--- config.mk ---
export PLATFORM = sky130hd
export DESIGN_NAME = pipelined_cla_addsub
export DESIGN_NICKNAME = d
export VERILOG_FILES = /design/src/rtl/cla_pkg.sv /design/src/rtl/cla_group.sv /design/src/rtl/pipelined_cla_addsub.sv
export SDC_FILE = /design/constraint.sdc
export NUM_CORES = 1
export LEC_CHECK = 0
export ABC_AREA = 1
export CORE_MARGIN = 1.5
export CORE_UTILIZATION = 55
export CTS_CLUSTER_DIAMETER = 100
export CTS_CLUSTER_SIZE = 12
export DETAILED_ROUTE_END_ITERATION = 8
export PLACE_DENSITY = 0.83
export SLEW_MARGIN = 0
export SYNTH_ARGS = -nofsm -noshare
export SYNTH_HDL_FRONTEND = slang
export SYNTH_SLANG_ARGS = --single-unit
--- constraint.sdc ---
create_clock -name Clk -period 1.75 [get_ports Clk]
set_clock_uncertainty 0.15 [all_clocks]
set_input_delay 0.525 -clock Clk [delete_from_list [all_inputs] [get_ports Clk]]
set_output_delay 0.525 -clock Clk [all_outputs]
set_load 0.1 [all_outputs]
--- src/rtl/cla_pkg.sv ---
// Shared definitions for the pipelined carry-lookahead adder/subtractor.
//   GMAX            - widest lookahead group the helpers support
//   grp_pgc_t       - propagate / generate / carry bundle for one group
//   group_carries() - full two-level lookahead carries c[0..GMAX]
//   width_ok()      - legality check for a WIDTH / GROUP pair
package cla_pkg;

  localparam int GMAX = 16;

  typedef struct packed {
    logic [GMAX-1:0] p;
    logic [GMAX-1:0] g;
    logic [GMAX:0]   c;
  } grp_pgc_t;

  // c[i+1] = g[i] | p[i]g[i-1] | ... | p[i]..p[0]cin, each term a plain
  // AND of P/G bits, so every carry is two logic levels deep in G/P/cin.
  function automatic logic [GMAX:0] group_carries(logic [GMAX-1:0] p,
                                                  logic [GMAX-1:0] g,
                                                  logic            cin);
    logic [GMAX:0] c;
    logic          term;
    c    = '0;
    c[0] = cin;
    for (int i = 0; i < GMAX; i++) begin
      term = cin;
      for (int m = 0; m <= i; m++) term = term & p[m];
      c[i+1] = term;
      for (int j = 0; j <= i; j++) begin
        term = g[j];
        for (int m = j + 1; m <= i; m++) term = term & p[m];
        c[i+1] = c[i+1] | term;
      end
    end
    return c;
  endfunction

  function automatic bit width_ok(int width, int group);
    return (group >= 1) && (group <= GMAX) && (width >= group) &&
           ((width % group) == 0);
  endfunction

endpackage

--- src/rtl/cla_group.sv ---
// Combinational GROUP-bit carry-lookahead slice.
//   a, b : group operand bits (b already conditioned for subtract)
//   cin  : group carry-in
//   s    : group sum bits
//   cout : group carry-out
module cla_group
  import cla_pkg::*;
#(
  parameter int GROUP = 4
) (
  input  logic [GROUP-1:0] a,
  input  logic [GROUP-1:0] b,
  input  logic             cin,
  output logic [GROUP-1:0] s,
  output logic             cout
);

  grp_pgc_t pgc;
  logic     unused_carries;

  always_comb begin
    pgc = '0;
    pgc.p[GROUP-1:0] = a ^ b;
    pgc.g[GROUP-1:0] = a & b;
    pgc.c = group_carries(pgc.p, pgc.g, cin);
  end

  assign s    = pgc.p[GROUP-1:0] ^ pgc.c[GROUP-1:0];
  assign cout = pgc.c[GROUP];

  // Carries above the group width are don't-care padding.
  assign unused_carries = ^pgc.c;

endmodule

--- src/rtl/pipelined_cla_addsub.sv ---
// Pipelined carry-lookahead adder/subtractor, one GROUP-bit group per stage.
//   Clk, Reset_n        : clock (rising edge), async active-low reset
//   in_valid / in_ready : operand beat handshake
//   A, B, CI, SUB       : operands, carry/borrow-in, subtract select
//   out_valid/out_ready : result beat handshake
//   Sum, CO, OVF        : result, carry-out (no-borrow in SUB), signed overflow
//
// Handshake: a beat moves in when in_valid & in_ready and out when
// out_valid & out_ready. The whole pipe advances together when
// advance = ~out_valid | out_ready; otherwise every register holds.
// Layer 0 captures the conditioned operands; stage k then resolves group k
// into layer k+1, so a beat accepted at edge t appears after edge t+NUM_STAGES.
module pipelined_cla_addsub
  import cla_pkg::*;
#(
  parameter int WIDTH = 16,
  parameter int GROUP = 4
) (
  input  logic             Clk,
  input  logic             Reset_n,
  input  logic             in_valid,
  output logic             in_ready,
  input  logic [WIDTH-1:0] A,
  input  logic [WIDTH-1:0] B,
  input  logic             CI,
  input  logic             SUB,
  output logic             out_valid,
  input  logic             out_ready,
  output logic [WIDTH-1:0] Sum,
  output logic             CO,
  output logic             OVF
);

  localparam int NUM_STAGES = WIDTH / GROUP;
  localparam int LAYERS     = NUM_STAGES + 1;

  if (!width_ok(WIDTH, GROUP)) begin : g_bad_params
    $error("WIDTH must be a positive multiple of GROUP (GROUP <= %0d)", GMAX);
  end

  logic advance;
  assign advance  = ~out_valid | out_ready;
  assign in_ready = advance;

  // Layer l holds operands (upper groups still pending), resolved sum bits,
  // carry into the next group, valid bit and the overflow of the last group.
  logic [WIDTH-1:0] a_l   [LAYERS];
  logic [WIDTH-1:0] b_l   [LAYERS];
  logic [WIDTH-1:0] s_l   [LAYERS];
  logic             c_l   [LAYERS];
  logic             v_l   [LAYERS];
  logic             ovf_l [LAYERS];

  // Layer 0: subtract is A + ~B + ~CI.
  logic [WIDTH-1:0] a0_r, b0_r;
  logic             c0_r, v0_r;

  always_ff @(posedge Clk or negedge Reset_n) begin
    if (!Reset_n) begin
      a0_r <= '0;
      b0_r <= '0;
      c0_r <= 1'b0;
      v0_r <= 1'b0;
    end else if (advance) begin
      a0_r <= A;
      b0_r <= SUB ? ~B : B;
      c0_r <= SUB ? ~CI : CI;
      v0_r <= in_valid;
    end
  end

  assign a_l[0]   = a0_r;
  assign b_l[0]   = b0_r;
  assign s_l[0]   = '0;
  assign c_l[0]   = c0_r;
  assign v_l[0]   = v0_r;
  assign ovf_l[0] = 1'b0;

  for (genvar k = 0; k < NUM_STAGES; k++) begin : g_stage
    logic [GROUP-1:0] grp_s;
    logic             grp_c;
    logic             c_top;
    logic [WIDTH-1:0] s_next;
    logic [WIDTH-1:0] a_r, b_r, s_r;
    logic             c_r, v_r, ovf_r;

    cla_group #(.GROUP(GROUP)) u_group (
      .a    (a_l[k][k*GROUP +: GROUP]),
      .b    (b_l[k][k*GROUP +: GROUP]),
      .cin  (c_l[k]),
      .s    (grp_s),
      .cout (grp_c)
    );

    always_comb begin
      s_next = s_l[k];
      s_next[k*GROUP +: GROUP] = grp_s;
    end

    // Carry into the group's top bit recovered as p ^ s at that bit.
    assign c_top = a_l[k][k*GROUP+GROUP-1] ^ b_l[k][k*GROUP+GROUP-1] ^
                   grp_s[GROUP-1];

    always_ff @(posedge Clk or negedge Reset_n) begin
      if (!Reset_n) begin
        a_r   <= '0;
        b_r   <= '0;
        s_r   <= '0;
        c_r   <= 1'b0;
        v_r   <= 1'b0;
        ovf_r <= 1'b0;
      end else if (advance) begin
        a_r   <= a_l[k];
        b_r   <= b_l[k];
        s_r   <= s_next;
        c_r   <= grp_c;
        v_r   <= v_l[k];
        ovf_r <= c_top ^ grp_c;
      end
    end

    assign a_l[k+1]   = a_r;
    assign b_l[k+1]   = b_r;
    assign s_l[k+1]   = s_r;
    assign c_l[k+1]   = c_r;
    assign v_l[k+1]   = v_r;
    assign ovf_l[k+1] = ovf_r;
  end

  assign Sum       = s_l[NUM_STAGES];
  assign CO        = c_l[NUM_STAGES];
  assign OVF       = ovf_l[NUM_STAGES];
  assign out_valid = v_l[NUM_STAGES];

  // Operands are fully consumed by the last stage.
  logic unused_skew;
  assign unused_skew = ^{a_l[NUM_STAGES], b_l[NUM_STAGES]};

endmodule

==> impl_metrics.csv, run 1 <==
group,metric,value,unit
synth,synth.yosys.seq_area_share,0.581,
power_and_ir_drop,ir_worst_vdd,0.00121,V
clock_tree,clock-sinks,131,
setup_path,end_kind,"output pin",
synth,avgSynthCellArea,9.17,um2
layout,seqCellArea,3280,um2
power_and_ir_drop,p_int,9.49,mW
clock_tree,cts_tree,"built",
setup_path,cpMaxStageDelayCell,"dfrtp_4",
sta,whs,309,ps
hold_path,hp-start,"g_stage[2].v_r",
global_route,grt-ovfl-total,0,
placement,placed_cells,793,
route,drc,0,
synth,netlist.top_cell.by_area,"dfrtp_1",
power_and_ir_drop,finalPower,16.0,mW
power_and_ir_drop,power_density,2140,nW/um2
synth,yosys.cell_count.top_type,"nand2_1",
setup_path,crit_required,1070,ps
route,avgRoutedWirePerCell,15.6,um
synth,ys.flop_type,"dfrtp_1",
setup_path,arrival,1340,ps
setup_path,cp_num_buf_inv,3,
placement,port_buffers,57,
power_and_ir_drop,p_leak,3.73,nW
die,dieArea,10900,um2
layout,multi_input_area,2110,um2
layout,nFillCells,548,
global_route,gr-usage-all-layers,0.247,
sta,max_freq,497,MHz
setup_path,cp_max_fo,2,
layout,final_area,7500,um2
setup_path,endpoint,"in_ready",
sta,rsz0062_at_grt,"yes",
route,drtIter0Drc,325,
setup_path,slowest_delay,410,ps
synth,synth_area,5640,um2
clock_tree,path_clk_slew,60,ps
synth,synth_commonest_cells,"293 x nand2_1, 131 x dfrtp_1, 50 x o21ai_0, 30 x inv_1",
synth,synth-seq-cells,131,
synth,synth_cell_types,19,
power_and_ir_drop,sw_frac_of_total,0.408,
clock_tree,h-tree-depth,4,
clock_tree,clock_path_buffers,2,
layout,syn_to_final_growth,33.0,%
synth,synth_enable_flop_cells,0,
power_and_ir_drop,switching_power,6.53,mW
global_route,grt_pass1_wl,21.0,mm
setup_path,path_cells,"inv_2, nor2_4, clkinv_4, buf_12",
route,viasPerCell,5.41,
sta,fin_ws,-264,ps
setup_path,r2r_slack,-100,ps
setup_path,critical_path.startpoint,"out_valid",
synth,mappedNetlistNets,677,
route,drtPass1Iterations,6,
synth,synthArstFlopShare,1.00,
die,core,9860,um2
setup_path,worstSetupPathType,"flop to output pin",
sta,min_period,2010,ps
setup_path,rr_worst_depth,10,
setup_path,r2r_end,"g_stage[1].c_r",
setup_path,critPathTopFamily,"flip-flops",
layout,drive_above_1_share,0.156,
outcome,violations,"negative setup slack",
placement,place_hpwl,6.99,mm
global_route,grt_antenna_before_repair,0,
power_and_ir_drop,seqPwrFrac,0.329,
die,die_width,104,um
placement,place_area,6650,um2
clock_tree,root_buffer,"clkbuf_8",
clock_tree,numCtsBuffers,17,
sta,relSlewSlack,0.771,
run,drv_cap,0,
synth,ys_warn_count,0,
power_and_ir_drop,clkPwrFrac,0.229,
route,vias,4600,
synth,synthCells,615,
sta,setup_violations,23,
global_route,grt_max_degree,48,
die,rows,36,
layout,final_net_count,766,
outcome,status,"finished with violations",
synth,yosys-top-cells-area,"dfrtp_1 58%, nand2_1 20%, ha_1 4.4%",
global_route,grt_pass1_vias,4479,
synth,synth.top_cell.area_share,0.581,
sta,slew_violations,0,
setup_path,startpoint_type,"flop",
layout,fin_cells,850,
sta,worst_pin_slew,343,ps
die,io_pins,58,
placement,routabilityCongestion,0.780,
layout,antenna_cells,0,
route,ant_nets,0,
route,wirelength,13.3,mm
die,fp.dieH,104,um
hold_path,hp-class,"flop to flop",
setup_path,crit_cells,4,
power_and_ir_drop,comb_power_share,0.441,
setup_path,rr_startpoint,"g_stage[0].b_r[4]",
clock_tree,clock_latency,530,ps
sta,hold_viol,0,
die,start_util,0.572,
sta,finalCritPeriodShare,1.15,
[registers in the layout, summed over array words and instances, names as in the netlist]
| name | cells |
|---|---|
| g_stage.b_r | 24 |
| Sum | 16 |
| OVF | 1 |
| b0_r | 16 |
| g_stage.s_r | 24 |
| out_valid | 1 |
| CO | 1 |
| a0_r | 16 |
| v0_r | 1 |
| g_stage.c_r | 3 |
| c0_r | 1 |
| g_stage.v_r | 3 |
| g_stage.a_r | 24 |
[per-layer routing]
metal | track usage | share of wire | vias to the layer above
li1 | - | - | 2090
met3 | 0.0689 | 0.061 | 63
met4 | 0.107 | 0.046 | 0
met1 | 0.303 | 0.39 | 2216
met5 | 0 | 0 | -
met2 | 0.412 | 0.50 | 231
[power groups by stage]
stage,combinational (mW),sequential (mW),clock (mW)
2_1_floorplan,2.80,6.48,0
3_3_place_gp,5.88,5.21,0
3_5_place_dp,6.12,5.26,0
4_1_cts,6.56,5.25,3.67
5_1_grt,7.61,5.40,3.82
6_report,7.07,5.28,3.68
[through the flow]
stage / utilization / setup TNS, ps / setup WS (ps)
after detailed placement: 0.674 / -33200 / -346
after global routing: 0.760 / -2410 / -313
after CTS: 0.749 / -1570 / -288
after global placement: 0.674 / -29940 / -323
final: 0.760 / -1440 / -264
after floorplan: - / -99.6 / -99.6
[how the worst min path moves through the flow]
stage / endpoint / cells past startpoint
after global routing: OVF / 2
after floorplan: CO / 0
after detailed placement: CO / 1
after CTS: out_valid / 2
final: out_valid / 2
after global placement: CO / 1
[cell type report]
cell class	count	share of cell area
flip-flops and latches	131	0.438
multi-input cells	423	0.281
repair buffers	100	0.162
clock buffers	23	0.0609
well taps	133	0.0222
clock inverters	9	0.0202
inverters	31	0.0162
[cells in the final DEF, fill, tap and decap left out, drive strengths merged]
| cell type | instances |
|---|---|
| buf | 63 |
| bufinv | 4 |
| clkbuf | 23 |
| clkdlybuf4s50 | 35 |
| clkinv | 4 |
| clkinvlp | 1 |
| dfrtp | 131 |
| dlygate4sd2 | 1 |
| dlygate4sd3 | 1 |
| fa | 4 |
| ha | 20 |
| inv | 31 |
| nand2 | 293 |
| nand3 | 5 |
| nand3b | 8 |
| nand4 | 3 |
| nor2 | 6 |
| o21ai | 63 |
| xnor2 | 20 |
| xor2 | 1 |
[what timing repair did]
item                       in CTS  in global routing
hold endpoints to repair       30                  0
hold buffers                    1                  0
pin swaps                       2                 15
setup endpoints to repair      24                 37
resized for setup               6                 16
gates cloned                    0                  0
buffers inserted               14                 10
[worst register-to-register path, cell delays in order (launching register included)]
cell and delay (ps):
dfrtp_1 390, ha_1 300, ha_2 170, nand2_1 70, nand3b_1 120, nand2_2 130, nand2_2 90, nand2_2 120
nand2_2 70, nand2_2 60, nand2_1 50
[cell families (layout without fill, tap and decap cells)]
kind of cell,Yosys count,count (layout),share of synthesized area
simple gates,315,315,0.219
flops,131,131,0.581
compound gates,63,63,0.0559
buf+inv,61,163,0.0526
fa+ha+maj,24,24,0.0586
xor+xnor,21,21,0.0326
Power figures use the tool's default switching activity.
==> inputs of run 2 (changes only) <==
--- a/config.mk
+++ b/config.mk
@@ -5,14 +5,14 @@
 export SDC_FILE = /design/constraint.sdc
 export NUM_CORES = 1
 export LEC_CHECK = 0
-export ABC_AREA = 1
 export CORE_MARGIN = 1.5
 export CORE_UTILIZATION = 55
 export CTS_CLUSTER_DIAMETER = 100
 export CTS_CLUSTER_SIZE = 12
 export DETAILED_ROUTE_END_ITERATION = 8
-export PLACE_DENSITY = 0.83
+export PLACE_DENSITY = 0.82
 export SLEW_MARGIN = 0
 export SYNTH_ARGS = -nofsm -noshare
 export SYNTH_HDL_FRONTEND = slang
+export SYNTH_HIERARCHICAL = 1
 export SYNTH_SLANG_ARGS = --single-unit
==> run 2 against run 1 <==
The flow still finishes with violations (negative setup slack). Critical path depth grew 4. Global-route usage decreased by 3.4 points. Worst setup slack got worse by 96 ps. Sequential cell count unchanged. Via count fell by 28%. Critical path type is now flop to flop. Sequential share of layout area down 1.3 points. Core utilization fell by 1.5 points.
==> impl_metrics.csv, run 2 <==
group,metric,value,unit
placement,routabilityCongestion,0.773,
sta,finalCritPeriodShare,1.21,
sta,setup_violations,31,
power_and_ir_drop,finalPower,17.7,mW
synth,synthArstFlopShare,1.00,
layout,seqCellArea,3280,um2
die,rows,37,
sta,fin_ws,-360,ps
global_route,grt_max_degree,83,
clock_tree,clock_path_buffers,2,
die,die_width,106,um
layout,antenna_cells,0,
placement,place_hpwl,6.56,mm
setup_path,crit_required,1990,ps
sta,relSlewSlack,0.710,
sta,min_period,2110,ps
clock_tree,clock-sinks,131,
sta,slew_violations,0,
sta,max_freq,474,MHz
clock_tree,cts_tree,"built",
layout,final_net_count,547,
power_and_ir_drop,ir_worst_vdd,0.00120,V
synth,ys.flop_type,"dfrtp_1",
setup_path,arrival,2350,ps
clock_tree,numCtsBuffers,17,
layout,syn_to_final_growth,31.3,%
die,core,10400,um2
synth,avgSynthCellArea,15.3,um2
synth,yosys.cell_count.top_type,"dfrtp_1",
setup_path,cp_max_fo,2,
placement,port_buffers,57,
power_and_ir_drop,p_leak,3.57,nW
synth,synth_commonest_cells,"131 x dfrtp_1, 61 x mux2_4, 51 x mux2_2, 25 x xnor2_1, 22 x a21oi_1",
global_route,grt-ovfl-total,0,
clock_tree,clock_latency,520,ps
global_route,gr-usage-all-layers,0.213,
route,avgRoutedWirePerCell,17.3,um
placement,place_area,6970,um2
synth,synth-seq-cells,131,
route,drtIter0Drc,108,
route,vias,3302,
layout,largest_registers,"g_stage.a_r x24, g_stage.b_r x24, g_stage.s_r x24",
layout,drive_above_1_share,0.448,
hold_path,hp-class,"flop to flop",
synth,synth.yosys.seq_area_share,0.557,
outcome,status,"finished with violations",
route,drtPass1Iterations,4,
route,ant_nets,0,
global_route,grt_antenna_before_repair,0,
synth,netlist.top_cell.by_area,"dfrtp_1",
clock_tree,h-tree-depth,4,
layout,postLayoutCoreUtil,0.746,
layout,multi_input_area,2510,um2
synth,synth_area,5890,um2
synth,synth_cell_types,21,
die,io_pins,58,
sta,worst_pin_slew,434,ps
run,drv_cap,0,
synth,synthCells,384,
global_route,grt_pass1_vias,3701,
clock_tree,root_buffer,"clkbuf_8",
die,dieArea,11300,um2
sta,hold_viol,0,
synth,ys_warn_count,6,
power_and_ir_drop,power_density,2290,nW/um2
route,viasPerCell,5.21,
synth,mappedNetlistNets,446,
layout,nFillCells,637,
sta,rsz0062_at_grt,"yes",
setup_path,startpoint_type,"flop",
setup_path,end_kind,"flop",
layout,final_common_cell,"dfrtp_1",
synth,yosys-top-cells-area,"dfrtp_1 56%, mux2_4 16%, mux2_2 9.8%",
global_route,grt_pass1_wl,18.3,mm
synth,synth_enable_flop_cells,0,
layout,final_area,7730,um2
layout,layout_common_cells,"130 x dfrtp_1, 70 x mux2_4, 42 x mux2_2",
route,drc,0,
route,wirelength,10.9,mm
die,fp.dieH,106,um
clock_tree,path_clk_slew,60,ps
setup_path,worstSetupPathType,"flop to flop",
synth,synth.top_cell.area_share,0.557,
die,start_util,0.568,
outcome,violations,"negative setup slack",
placement,pre_cts_ws,-405,ps
==> run 2: cell count changes in the layout (fill, tap and decap cells not counted), moves of 14 or more <==
| cell | before | now |
|---|---|---|
| inv_1 | 29 | 4 |
| nor2_1 | 5 | 19 |
| mux2_2 | 0 | 42 |
| a21oi_1 | 0 | 22 |
| o21ai_0 | 49 | 0 |
| nand2_1 | 280 | 1 |
| mux2_4 | 0 | 70 |
| o21ai_1 | 14 | 0 |
==> run 2: cells by family (layout without fill, tap and decap cells) <==
kind of cell,count (synthesis),after routing,synth area share
simple gates,28,28,0.0208
fa+ha+maj,24,24,0.0561
xor+xnor,32,32,0.0476
mux,112,112,0.253
compound gates,34,34,0.0357
buf+inv,23,137,0.0298
flops,131,131,0.557
==> run 2: timing repair <==
item / 4_1_cts / 5_1_grt
buffers inserted: 12 / 6
endpoints found under the hold margin: 131 / 0
endpoints found under the setup margin: 31 / 35
pin swaps: 3 / 4
gates resized for setup: 8 / 10
hold buffers: 1 / 0
cloned: 0 / 0
==> run 2: path summary, 6_finish.rpt <==
| kind | from | endpoint | slack [ps] | depth (start not counted) |
|---|---|---|---|---|
| setup / recovery | g_stage[2].b_r[12] | OVF | -360 | 8 |
| hold / removal | g_stage[2].s_r[6] | Sum[6] | 350 | 1 |
| setup reg to reg | g_stage[2].b_r[12] | OVF | -360 | 8 |
| hold reg to reg | g_stage[2].s_r[6] | Sum[6] | 350 | 1 |
| max in group asynchronous | Reset_n | out_valid | 660 | 3 |
| min in group asynchronous | Reset_n | g_stage[0].a_r[13] | 390 | 3 |
==> run 2: per-stage QoR <==
stage	hold WS, ps	setup TNS (ps)	std cells
after floorplan	79.4	-393	384
final	351	-2480	634
after global placement	302	-40410	585
after global routing	365	-4200	634
after CTS	354	-2580	630
after detailed placement	340	-43540	585
==> run 2: metal layers <==
layer / vias up / wire (um) / global-route usage
li1: 1537 / - / -
met1: 1676 / 4890 / 0.276
met2: 74 / 5470 / 0.338
met3: 15 / 419 / 0.0693
met4: 0 / 150 / 0.0771
met5: - / 0 / 0
==> run 2: where the power goes <==
part           total [mW]  internal [mW]  switching, mW
clock                3.35           2.09           1.26
combinational        8.91           4.72           4.19
sequential           5.46           4.46          0.999
total                17.7           11.3           6.45
==> run 2: final cells by class <==
class                      instances  area share
multi-input combinational        230       0.324
timing repair buffer             101       0.155
clock inverter                    10      0.0139
sequential                       131       0.425
inverter                           4     0.00194
clock buffer                      22      0.0586
tap                              136      0.0220
==> run 2: critical path, cell delays in order, from the launching register on <==
cell	delay [ps]
dfrtp_1	400
ha_1	310
ha_2	180
o211ai_1	200
nand2_2	110
a21o_1	210
xnor2_2	180
xnor2_1	140
a21oi_1	90
